<file path="config.mk">
export PLATFORM = sky130hd
export DESIGN_NAME = axis_capture_mem
export DESIGN_NICKNAME = d
export VERILOG_FILES = /design/src/rtl/axis_capture_mem.sv
export SDC_FILE = /design/constraint.sdc
export NUM_CORES = 2
export LEC_CHECK = 0
export ABC_AREA = 1
export CORE_MARGIN = 2
export CORE_UTILIZATION = 39
export DETAILED_ROUTE_END_ITERATION = 10
export DONT_BUFFER_PORTS = 1
export PLACE_DENSITY = 0.56
export SETUP_SLACK_MARGIN = 0.1
export SKIP_LAST_GASP = 1
export SLEW_MARGIN = 20
export SYNTH_ARGS = -nofsm -noshare
export SYNTH_HDL_FRONTEND = slang
export SYNTH_SLANG_ARGS = --single-unit
</file>
<file path="constraint.sdc">
create_clock -name clk -period 5.9 [get_ports clk]
set_input_delay 1.18 -clock clk [delete_from_list [all_inputs] [get_ports clk]]
set_output_delay 1.18 -clock clk [all_outputs]
set_load 0.02 [all_outputs]
</file>
<file path="src/rtl/axis_capture_mem.sv">
// axis_capture_mem: multi-lane AXI-stream capture buffer (circular RAM, continuous or triggered one-shot).
// Latency: count/wr_ptr/frozen update 1 cycle after an accepted beat; rd_valid/rd_data READ_LATENCY cycles after rd_en.
// Backpressure: none; s_axis_tready is low only while rst is high. Beats in IDLE/FROZEN are accepted and dropped.
//
// Ports:
//   clk, rst                 clock, synchronous active-high reset
//   s_axis_tvalid/tready/tdata/tlast
//                            input stream, NUM_CHANNELS lanes of DATA_WIDTH, lane 0 in the LSBs
//   mode, arm, trig, post_count
//                            0 = rolling window, 1 = triggered; arm starts a capture, trig qualifies
//                            a beat, post_count sets how many beats follow the trigger beat
//   frozen, count, trig_index
//                            capture status; trig_index is the read index of the trigger beat
//   rd_en, rd_addr, rd_chan  read request, index relative to the oldest stored beat, lane select
//   rd_valid, rd_data        read response
module axis_capture_mem #(
  parameter int    NUM_CHANNELS   = 4,
  parameter int    DATA_WIDTH     = 16,
  parameter int    MEMORY_DEPTH   = 32,
  parameter string MEMORY_TYPE    = "distributed",
  parameter int    READ_LATENCY   = 1,
  parameter bit    CLEAR_ON_TLAST = 1'b1,
  localparam int   AW             = $clog2(MEMORY_DEPTH),
  localparam int   CW             = (NUM_CHANNELS > 1) ? $clog2(NUM_CHANNELS) : 1
) (
  input  logic                             clk,
  input  logic                             rst,
  input  logic                             s_axis_tvalid,
  output logic                             s_axis_tready,
  input  logic [NUM_CHANNELS*DATA_WIDTH-1:0] s_axis_tdata,
  input  logic                             s_axis_tlast,
  input  logic                             mode,
  input  logic                             arm,
  input  logic                             trig,
  input  logic [AW-1:0]                    post_count,
  output logic                             frozen,
  output logic [AW:0]                      count,
  output logic [AW-1:0]                    trig_index,
  input  logic                             rd_en,
  input  logic [AW-1:0]                    rd_addr,
  input  logic [CW-1:0]                    rd_chan,
  output logic                             rd_valid,
  output logic [DATA_WIDTH-1:0]            rd_data
);

  // Elaboration-time parameter legality checks.
  if ((MEMORY_DEPTH < 4) || ((MEMORY_DEPTH & (MEMORY_DEPTH - 1)) != 0)) begin : g_bad_depth
    $error("axis_capture_mem: MEMORY_DEPTH must be a power of two >= 4");
  end
  if ((READ_LATENCY != 1) && (READ_LATENCY != 2)) begin : g_bad_latency
    $error("axis_capture_mem: READ_LATENCY must be 1 or 2");
  end
  if (!((MEMORY_TYPE == "distributed") || (MEMORY_TYPE == "block") || (MEMORY_TYPE == "auto"))) begin : g_bad_type
    $error("axis_capture_mem: MEMORY_TYPE must be distributed, block or auto");
  end

  localparam int             BW      = NUM_CHANNELS * DATA_WIDTH;
  localparam logic [AW:0]    DEPTH_C = MEMORY_DEPTH[AW:0];
  localparam logic [AW:0]    CNT_ONE = {{AW{1'b0}}, 1'b1};
  localparam logic [AW-1:0]  AW_ONE  = {{(AW-1){1'b0}}, 1'b1};

  typedef enum logic [2:0] {
    ST_RUN,
    ST_IDLE,
    ST_ARMED,
    ST_POST,
    ST_FROZEN
  } state_t;

  // Capture control state
  state_t          state_q,      state_d;
  logic [AW-1:0]   wr_ptr_q,     wr_ptr_d;
  logic [AW:0]     count_q,      count_d;
  logic            sof_q,        sof_d;
  logic [AW-1:0]   post_rem_q,   post_rem_d;
  logic [AW-1:0]   post_len_q,   post_len_d;
  logic            frozen_q,     frozen_d;
  logic [AW-1:0]   trig_index_q, trig_index_d;

  // Read pipeline: stage 0 is the first register after the RAM read.
  logic [READ_LATENCY-1:0]                 rd_vld_q,  rd_vld_d;
  logic [READ_LATENCY-1:0][DATA_WIDTH-1:0] rd_pipe_q, rd_pipe_d;

  // Storage: asynchronous read feeding a register maps straight onto LUT RAM;
  // for block RAM the tool absorbs the stage-0 register into the primitive.
  logic [BW-1:0]   mem_q [MEMORY_DEPTH];
  logic            mem_we;
  logic [AW-1:0]   mem_waddr;

  logic            beat;
  logic            freeze;
  logic [AW:0]     count_inc;
  logic [AW-1:0]   rd_phys;
  logic [BW-1:0]   rd_word;
  logic [DATA_WIDTH-1:0] rd_lane;

  assign s_axis_tready = ~rst;
  assign beat          = s_axis_tvalid & s_axis_tready;
  assign count_inc     = (count_q == DEPTH_C) ? count_q : (count_q + CNT_ONE);

  // ---------------------------------------------------------------------------
  // Capture control
  // ---------------------------------------------------------------------------
  always_comb begin
    state_d      = state_q;
    wr_ptr_d     = wr_ptr_q;
    count_d      = count_q;
    sof_d        = sof_q;
    post_rem_d   = post_rem_q;
    post_len_d   = post_len_q;
    frozen_d     = frozen_q;
    trig_index_d = trig_index_q;
    mem_we       = 1'b0;
    mem_waddr    = wr_ptr_q;
    freeze       = 1'b0;

    unique case (state_q)
      ST_RUN: begin
        if (beat) begin
          mem_we = 1'b1;
          if (CLEAR_ON_TLAST && sof_q) begin
            // First beat of a new frame restarts the window at address 0, so the
            // previous frame stays intact until this point.
            mem_waddr = '0;
            wr_ptr_d  = AW_ONE;
            count_d   = CNT_ONE;
          end else begin
            wr_ptr_d  = wr_ptr_q + AW_ONE;
            count_d   = count_inc;
          end
          sof_d = CLEAR_ON_TLAST && s_axis_tlast;
        end
      end
      ST_ARMED: begin
        if (beat) begin
          mem_we   = 1'b1;
          wr_ptr_d = wr_ptr_q + AW_ONE;
          count_d  = count_inc;
          if (trig) begin
            if (post_rem_q == '0) begin
              freeze = 1'b1;
            end else begin
              state_d = ST_POST;
            end
          end
        end
      end
      ST_POST: begin
        if (beat) begin
          mem_we     = 1'b1;
          wr_ptr_d   = wr_ptr_q + AW_ONE;
          count_d    = count_inc;
          post_rem_d = post_rem_q - AW_ONE;
          if (post_rem_q == AW_ONE) begin
            freeze = 1'b1;
          end
        end
      end
      default: begin
        // IDLE / FROZEN: accepted beats are dropped.
      end
    endcase

    // Trigger position is derived from the final count: the trigger beat sits
    // post_len beats before the newest stored beat.
    if (freeze) begin
      state_d      = ST_FROZEN;
      frozen_d     = 1'b1;
      trig_index_d = count_d[AW-1:0] - AW_ONE - post_len_q;
    end

    // arm restarts the capture and takes priority over anything above; a beat
    // arriving in the same cycle becomes the first beat of the new capture.
    if (mode && (state_q != ST_RUN) && arm) begin
      state_d    = ST_ARMED;
      frozen_d   = 1'b0;
      post_rem_d = post_count;
      post_len_d = post_count;
      mem_we     = beat;
      mem_waddr  = '0;
      wr_ptr_d   = beat ? AW_ONE : '0;
      count_d    = beat ? CNT_ONE : '0;
    end

    // Mode switches override the state machine.
    if (!mode) begin
      if (state_q != ST_RUN) begin
        state_d  = ST_RUN;
        frozen_d = 1'b0;
      end
    end else if (state_q == ST_RUN) begin
      state_d = ST_IDLE;
    end
  end

  // ---------------------------------------------------------------------------
  // Read path
  // ---------------------------------------------------------------------------
  always_comb begin
    rd_phys = wr_ptr_q - count_q[AW-1:0] + rd_addr;
    rd_word = mem_q[rd_phys];
    rd_lane = '0;
    // Indices past the stored data or past the last lane read as zero.
    if ({1'b0, rd_addr} < count_q) begin
      for (int c = 0; c < NUM_CHANNELS; c++) begin
        if (rd_chan == c[CW-1:0]) begin
          rd_lane = rd_word[c*DATA_WIDTH +: DATA_WIDTH];
        end
      end
    end

    rd_vld_d     = rd_vld_q;
    rd_pipe_d    = rd_pipe_q;
    rd_vld_d[0]  = rd_en;
    rd_pipe_d[0] = rd_lane;
    for (int i = 1; i < READ_LATENCY; i++) begin
      rd_vld_d[i]  = rd_vld_q[i-1];
      rd_pipe_d[i] = rd_pipe_q[i-1];
    end
  end

  assign rd_valid   = rd_vld_q[READ_LATENCY-1];
  assign rd_data    = rd_pipe_q[READ_LATENCY-1];
  assign frozen     = frozen_q;
  assign count      = count_q;
  assign trig_index = trig_index_q;

  // ---------------------------------------------------------------------------
  // Registers
  // ---------------------------------------------------------------------------
  always_ff @(posedge clk) begin
    if (rst) begin
      state_q      <= mode ? ST_IDLE : ST_RUN;
      wr_ptr_q     <= '0;
      count_q      <= '0;
      sof_q        <= 1'b0;
      post_rem_q   <= '0;
      post_len_q   <= '0;
      frozen_q     <= 1'b0;
      trig_index_q <= '0;
      rd_vld_q     <= '0;
      rd_pipe_q    <= '0;
    end else begin
      state_q      <= state_d;
      wr_ptr_q     <= wr_ptr_d;
      count_q      <= count_d;
      sof_q        <= sof_d;
      post_rem_q   <= post_rem_d;
      post_len_q   <= post_len_d;
      frozen_q     <= frozen_d;
      trig_index_q <= trig_index_d;
      rd_vld_q     <= rd_vld_d;
      rd_pipe_q    <= rd_pipe_d;
    end
  end

  // RAM write; the read above samples the pre-edge contents (read-first).
  always_ff @(posedge clk) begin
    if (mem_we) begin
      mem_q[mem_waddr] <= s_axis_tdata;
    end
  end

endmodule

</file>
Word level (Yosys, flattened, before mapping)
Memory sizes are Yosys's and may differ from the RTL's.
Index checks and enable logic that the tools add are counted.
- output and inout bits: 30
- word-level logic and storage cells: 97
- flip-flop bits (word level): 48
- memories kept: 1
- RAM bits: 2048
- input port bits: 84
- memory list (name ; words ; bits a word ; read ports ; clocked after Yosys merged registers in ; wr ports ; line ; text):
    mem_q ; 32 ; 64 ; 1 ; 0 ; 1 ; 86 ; logic [BW-1:0] mem_q [MEMORY_DEPTH];
- equality and inequality tests: 9
- bitwise logic cells: 3
- add/sub/neg operators: 7
- $lt $le $gt $ge: 1
- reductions and logical operators: 15
- mux-type cells: 50
- operators with widths (operator ; number):
    $mux W16 ; 4
    $mux W5 ; 11
    $mux W3 ; 10
    $mux W6 ; 5
    $mux W1 ; 17
    $pmux W6 S2 ; 1
    $pmux W5 S2 ; 1
    $sub A5 B1 Y5 const B ; 2
    $sub A5 B5 Y5 ; 2
    $add A6 B1 Y6 const B ; 1
    $eq A3 B2 Y1 const B ; 2
    $eq A6 B6 Y1 const B ; 1
    $lt A5 B6 Y1 ; 1
    $reduce_bool A3 Y1 ; 2
    $add A5 B1 Y5 const B ; 1
    $add A5 B5 Y5 ; 1
    $eq A5 B1 Y1 const B ; 1
    $logic_not A5 Y1 ; 1
    $eq A2 B2 Y1 const B ; 2
    $reduce_and A2 Y1 ; 2
    $reduce_bool A2 Y1 ; 2
    $reduce_or A2 Y1 ; 2
    $logic_not A3 Y1 ; 1
    $ne A3 B1 Y1 const B ; 1
    other kinds (9) ; 11

Logic depth before layout (Yosys ltp)
- word-level depth: 10
- mapped depth: 21
- gate-level depth less buffers: 18

Least setup slack after synthesis
Ideal clock, no wire load.
- path kind: input to register
- start: in rst
- end: mem mem_q[0][0] in the netlist's numbering, enable pin
- arrival time: 5111 ps
- slack: 303 ps
- buffers on the path: 2
- stages on the path: 10
- setup time: 487 ps
- required time: 5413 ps
- path through: buf_2 -> nor2_2 -> inv_1 -> nor2_1 -> nand2_1 -> inv_2 -> nor3_1 -> or2_1 -> clkbuf_1 -> nor2_1
- longest elaborated chain between the ends: 7
- elaborated cells between the ends (all ways): 10
- classes of those cells: mux: 8; bitwise: 2
- RTL lines (element ; line ; text):
    start, declared ; 27 ; input logic rst,
    $not A1 Y1 (*) ; 97 ; assign s_axis_tready = ~rst;
    $and A1 B1 Y1 (*) ; 98 ; assign beat = s_axis_tvalid & s_axis_tready;
    $mux W1 ; 119, 135, 149 ;
    $mux W1 ; n/a ;
    $mux W1 ; 174 ; if (mode && (state_q != ST_RUN) && arm) begin
    $mux W1 ; 259 ; if (mem_we) begin
    $mux W1 (implied by the code) ; 260 ; mem_q[mem_waddr] <= s_axis_tdata;
    end, declared ; 86 ;
Every way passes the cells marked *; elsewhere a longest branch is shown, timed or not.

Final worst setup path
- start: reg count_q[0] (netlist: count[0])
- end: reg rd_pipe_q, in the netlist rd_data[4]
- longest elaborated chain between the ends: 7
- elaborated cells between the ends (all ways): 10
- classes of those cells: add/sub: 2; order compare: 1; mux: 4; bitwise: 1; reduce/logical: 1; memory: 1
- RTL lines (element ; line ; text):
    start, declared ; 73 ; logic [AW:0] count_q, count_d;
    start signal, assigned ; 246 ; count_q <= count_d;
    $sub A5 B5 Y5 ; 200 ; rd_phys = wr_ptr_q - count_q[AW-1:0] + rd_addr;
    $add A5 B5 Y5 ; 200 ;
    $mem_v2 Z32 W64 ; n/a ;
    $mux W16 (4 in a row) ; 206 ; if (rd_chan == c[CW-1:0]) begin
    end signal, assigned ; 253 ; rd_pipe_q <= rd_pipe_d;
    end, declared ; 82 ; logic [READ_LATENCY-1:0][DATA_WIDTH-1:0] rd_pipe_q, rd_pipe_d;
Parallel ways exist; a longest one is shown, timed or not.
A chain may end at the register's enable or synchronous reset.

==> flow_metrics.env <==
export IMPL_syn_instance_count=7837
export IMPL_slew_headroom=0.256
export IMPL_hpwl_after_dpl_um=132000
export IMPL_synth_edf_count=2048
export IMPL_status="finished clean"
export IMPL_number_of_antenna_violations_at_the_first_check_in_global_routing=0
export IMPL_clock_latency_ps=870
export IMPL_routed_via_count=58200
export IMPL_timing_critical_path_to_type="register"
export IMPL_final_fill_count=20400
export IMPL_synthTopCellsByCount="sky130_fd_sc_hd__nand2_1 (2429), sky130_fd_sc_hd__edfxtp_1 (2048), sky130_fd_sc_hd__nand3_1 (1005)"
export IMPL_coreArea_um2=222000
export IMPL_finalSetupTns_ps=0
export IMPL_p_per_area_nw_per_um2=397
export IMPL_utilization=0.441
export IMPL_routabilityCongestion=0.792
export IMPL_worstPathMaxFanout=54
export IMPL_max_clock_path_buffers=3
export IMPL_grt_use_total=0.228
export IMPL_synth_largest_area_cell="sky130_fd_sc_hd__edfxtp_1"
export IMPL_place_port_buffers=0
export IMPL_fin_worst_skew_ps=69.4
export IMPL_stdcell_area_um2=97900
export IMPL_critical_path_required_time_ps=6630
export IMPL_drv_max_cap_violation_count=0
export IMPL_finalSetupViolations=0
export IMPL_type_of_the_setup_path_with_the_least_slack="reg2reg"
export IMPL_netlist_cell_type_count=40
export IMPL_cts_root_buf="sky130_fd_sc_hd__clkbuf_16"
export IMPL_initial_cell_density_of_the_core=0.392
export IMPL_synth_fp_nets=7945
export IMPL_htree_levels=4
export IMPL_drc_violations=0
export IMPL_tightestPinTransition_ps=1120
export IMPL_post_cts_buffers=0
export IMPL_synth_top_flop_cell="sky130_fd_sc_hd__edfxtp_1"
export IMPL_cts_tree="done"
export IMPL_cts_inserted_buffers=212
export IMPL_die_area_um2=227000
export IMPL_std_cell_rows=173
export IMPL_largest_net_degree_at_the_start_of_global_routing=226
export IMPL_multi_input_comb_area_um2=20800
export IMPL_area_delta_synth_final_pct=12.3
export IMPL_wirelength_um=264000
export IMPL_detailedRoute_firstIterationViolations=6802
export IMPL_ant_nets=0
export IMPL_hold_class="in2reg"
export IMPL_setup_worst_path_start_class="register"
export IMPL_detailed_route_wire_length_per_cell_um=24.1
export IMPL_clock_fmax_mhz=217
export IMPL_placed_area_um2=91400
export IMPL_grt_first_pass_wirelength_um=384000
export IMPL_synthArstFlopShare=0
export IMPL_synth_top_cell_area_share=0.705
export IMPL_ys_seq_area_frac=0.716
export IMPL_cts_hold_repair_buffers=0
export IMPL_layout_worst_path_cycle_share=0.783
export IMPL_unrepaired_setup_endpoints_after_global_routing="no"
export IMPL_synthesis_yosys_warnings=0
export IMPL_flop_and_latch_count_out_of_synthesis=2096
export IMPL_vdd_ir_drop_worst_v=0.000334
export IMPL_worst_case_setup_margin_in_the_final_layout_ps=1280
export IMPL_number_of_max_slew_violations_in_the_final_report=0
export IMPL_first_pass_iters=6
export IMPL_number_of_placed_i_o_pins=114
export IMPL_total_number_of_nets_in_the_final_design=7912
export IMPL_placement_setup_worst_slack_ps=659
export IMPL_cts_resized_gates=0
export IMPL_p_leak_nw=36.3
export IMPL_vias_per_cell=5.31
export IMPL_vias_in_the_first_global_route=55900
export IMPL_shortest_period_the_worst_path_allows_ps=4620
export IMPL_mappedNetlistArea_um2=87200
export IMPL_clock_edge_transition_at_the_registers_on_the_reported_setup_and_hold_paths_ps=60
export IMPL_yosysMostFrequentCell="sky130_fd_sc_hd__nand2_1"
export IMPL_total_global_routing_overflow=0
export IMPL_drive_above_1_share=0.0673
export IMPL_synth_area_leaders="sky130_fd_sc_hd__edfxtp_1 (71%), sky130_fd_sc_hd__nand2_1 (10%), sky130_fd_sc_hd__nand3_1 (5.8%), sky130_fd_sc_hd__nor2_1 (3.0%), sky130_fd_sc_hd__o21ai_0 (2.2%)"
export IMPL_ff_latch_area_um2=62500
export IMPL_arrival_ps=5350
export IMPL_syn_avg_cell_area_um2=11.1
export IMPL_final_hold_viol_count=0
export IMPL_die_w_um=477
export IMPL_cts_sink_count=2096
export IMPL_die_height_um=477
-- critical path, stage by stage (launching register included) --
cell                      delay, ps
sky130_fd_sc_hd__dfxtp_1        540
sky130_fd_sc_hd__ha_1           300
sky130_fd_sc_hd__inv_1           90
sky130_fd_sc_hd__ha_4           130
sky130_fd_sc_hd__inv_1           50
sky130_fd_sc_hd__fa_4           780
sky130_fd_sc_hd__inv_8          450
sky130_fd_sc_hd__buf_4          550
sky130_fd_sc_hd__nand3_1        140
sky130_fd_sc_hd__nand3_1        120
sky130_fd_sc_hd__nand2_1         70
sky130_fd_sc_hd__nand2_1         60
sky130_fd_sc_hd__nand3_1        100
sky130_fd_sc_hd__nand3_1        350
sky130_fd_sc_hd__nand3_1        270
sky130_fd_sc_hd__nor2_1         300
sky130_fd_sc_hd__nor2_1          70
-- report_power, final --
part,internal (mW),switching [mW]
clock,7.13,5.71
sequential,16.4,0.0580
combinational,2.84,6.71
total,26.4,12.5
-- logic make-up after synthesis --
family                   share of synthesized area
flip-flops                                   0.716
AO/OA/AOI/OAI                               0.0360
buffers and inverters                       0.0495
AND/OR/NAND/NOR                              0.193
XOR/XNOR                                  0.000803
adder cells (fa/ha/maj)                    0.00387
-- metrics by stage --
| stage | std cells | hold slack [ps] | total power [mW] |
|---|---|---|---|
| 3_5_place_dp | 10600 | 476 | 26.3 |
| 6_report | 11000 | 374 | 38.8 |
| 2_1_floorplan | 7837 | 452 | 23.2 |
| 3_3_place_gp | 10600 | 479 | 26.2 |
| 5_1_grt | 11000 | 329 | 40.6 |
| 4_1_cts | 11000 | 300 | 39.0 |
-- registers in the layout, indices dropped and copies added, names as in the netlist, 3 cells and up --
name,flops
mem_q,2048
rd_data,16
wr_ptr_q,5
count,6
state_q,3
post_len_q,5
trig_index,5
post_rem_q,5
-- final timing paths --
| kind | startpoint | end | slack (ps) | cells after the start |
|---|---|---|---|---|
| max | count[0] | rd_data[4] | 1280 | 16 |
| min reg2reg | post_len_q[3] | post_len_q[3] | 490 | 2 |
| max reg2reg | count[0] | rd_data[4] | 1280 | 16 |
| min | rst | trig_index[0] | 370 | 1 |
-- placed cells by master, fill, tap and decap left out, types with 4 or more instances in the layout --
cell                         Yosys  final
sky130_fd_sc_hd__clkinv_2        0     32
sky130_fd_sc_hd__edfxtp_1     2048   2048
sky130_fd_sc_hd__buf_12          0     82
sky130_fd_sc_hd__clkinv_1        1     52
sky130_fd_sc_hd__o22ai_1        20     20
sky130_fd_sc_hd__clkbuf_1      153     53
sky130_fd_sc_hd__fa_1            5      4
sky130_fd_sc_hd__a21oi_1        36     36
sky130_fd_sc_hd__nor2_1        698    663
sky130_fd_sc_hd__nor3_1          8      8
sky130_fd_sc_hd__clkinv_8        0      6
sky130_fd_sc_hd__o21ai_1       149    149
sky130_fd_sc_hd__o21ai_0       385    384
sky130_fd_sc_hd__inv_1         498    498
sky130_fd_sc_hd__nand2_1      2429   2425
sky130_fd_sc_hd__bufinv_16       0      9
sky130_fd_sc_hd__nand2_4         0      4
sky130_fd_sc_hd__ha_1           19     18
sky130_fd_sc_hd__clkbuf_16       0    213
sky130_fd_sc_hd__clkbuf_8        0      9
sky130_fd_sc_hd__dfxtp_1        48     48
sky130_fd_sc_hd__buf_4          41    117
sky130_fd_sc_hd__clkinvlp_4      0      4
sky130_fd_sc_hd__nor2_2          2      4
sky130_fd_sc_hd__nand3_1      1005   1005
sky130_fd_sc_hd__a31oi_1         7      7
sky130_fd_sc_hd__nor2_4          0     33
sky130_fd_sc_hd__inv_6           0      6
-- layer usage --
layer | GRT usage | vias to the layer above | wire length (um)
li1 | - | 26500 | -
met1 | 0.316 | 29100 | 112000
met2 | 0.369 | 2203 | 124000
met3 | 0.0387 | 366 | 20500
met4 | 0.0678 | 0 | 7320
met5 | 0 | - | 0
-- cell type report --
class / instances / share of cell area
antenna: 1 / 0.0000256
clock buffer: 275 / 0.0577
clock inverter: 113 / 0.00906
timing repair buffer: 200 / 0.0260
inverter: 501 / 0.0194
multi-input combinational: 4793 / 0.212
tap: 2975 / 0.0380
sequential: 2096 / 0.638
Power figures use the tool's default switching activity.
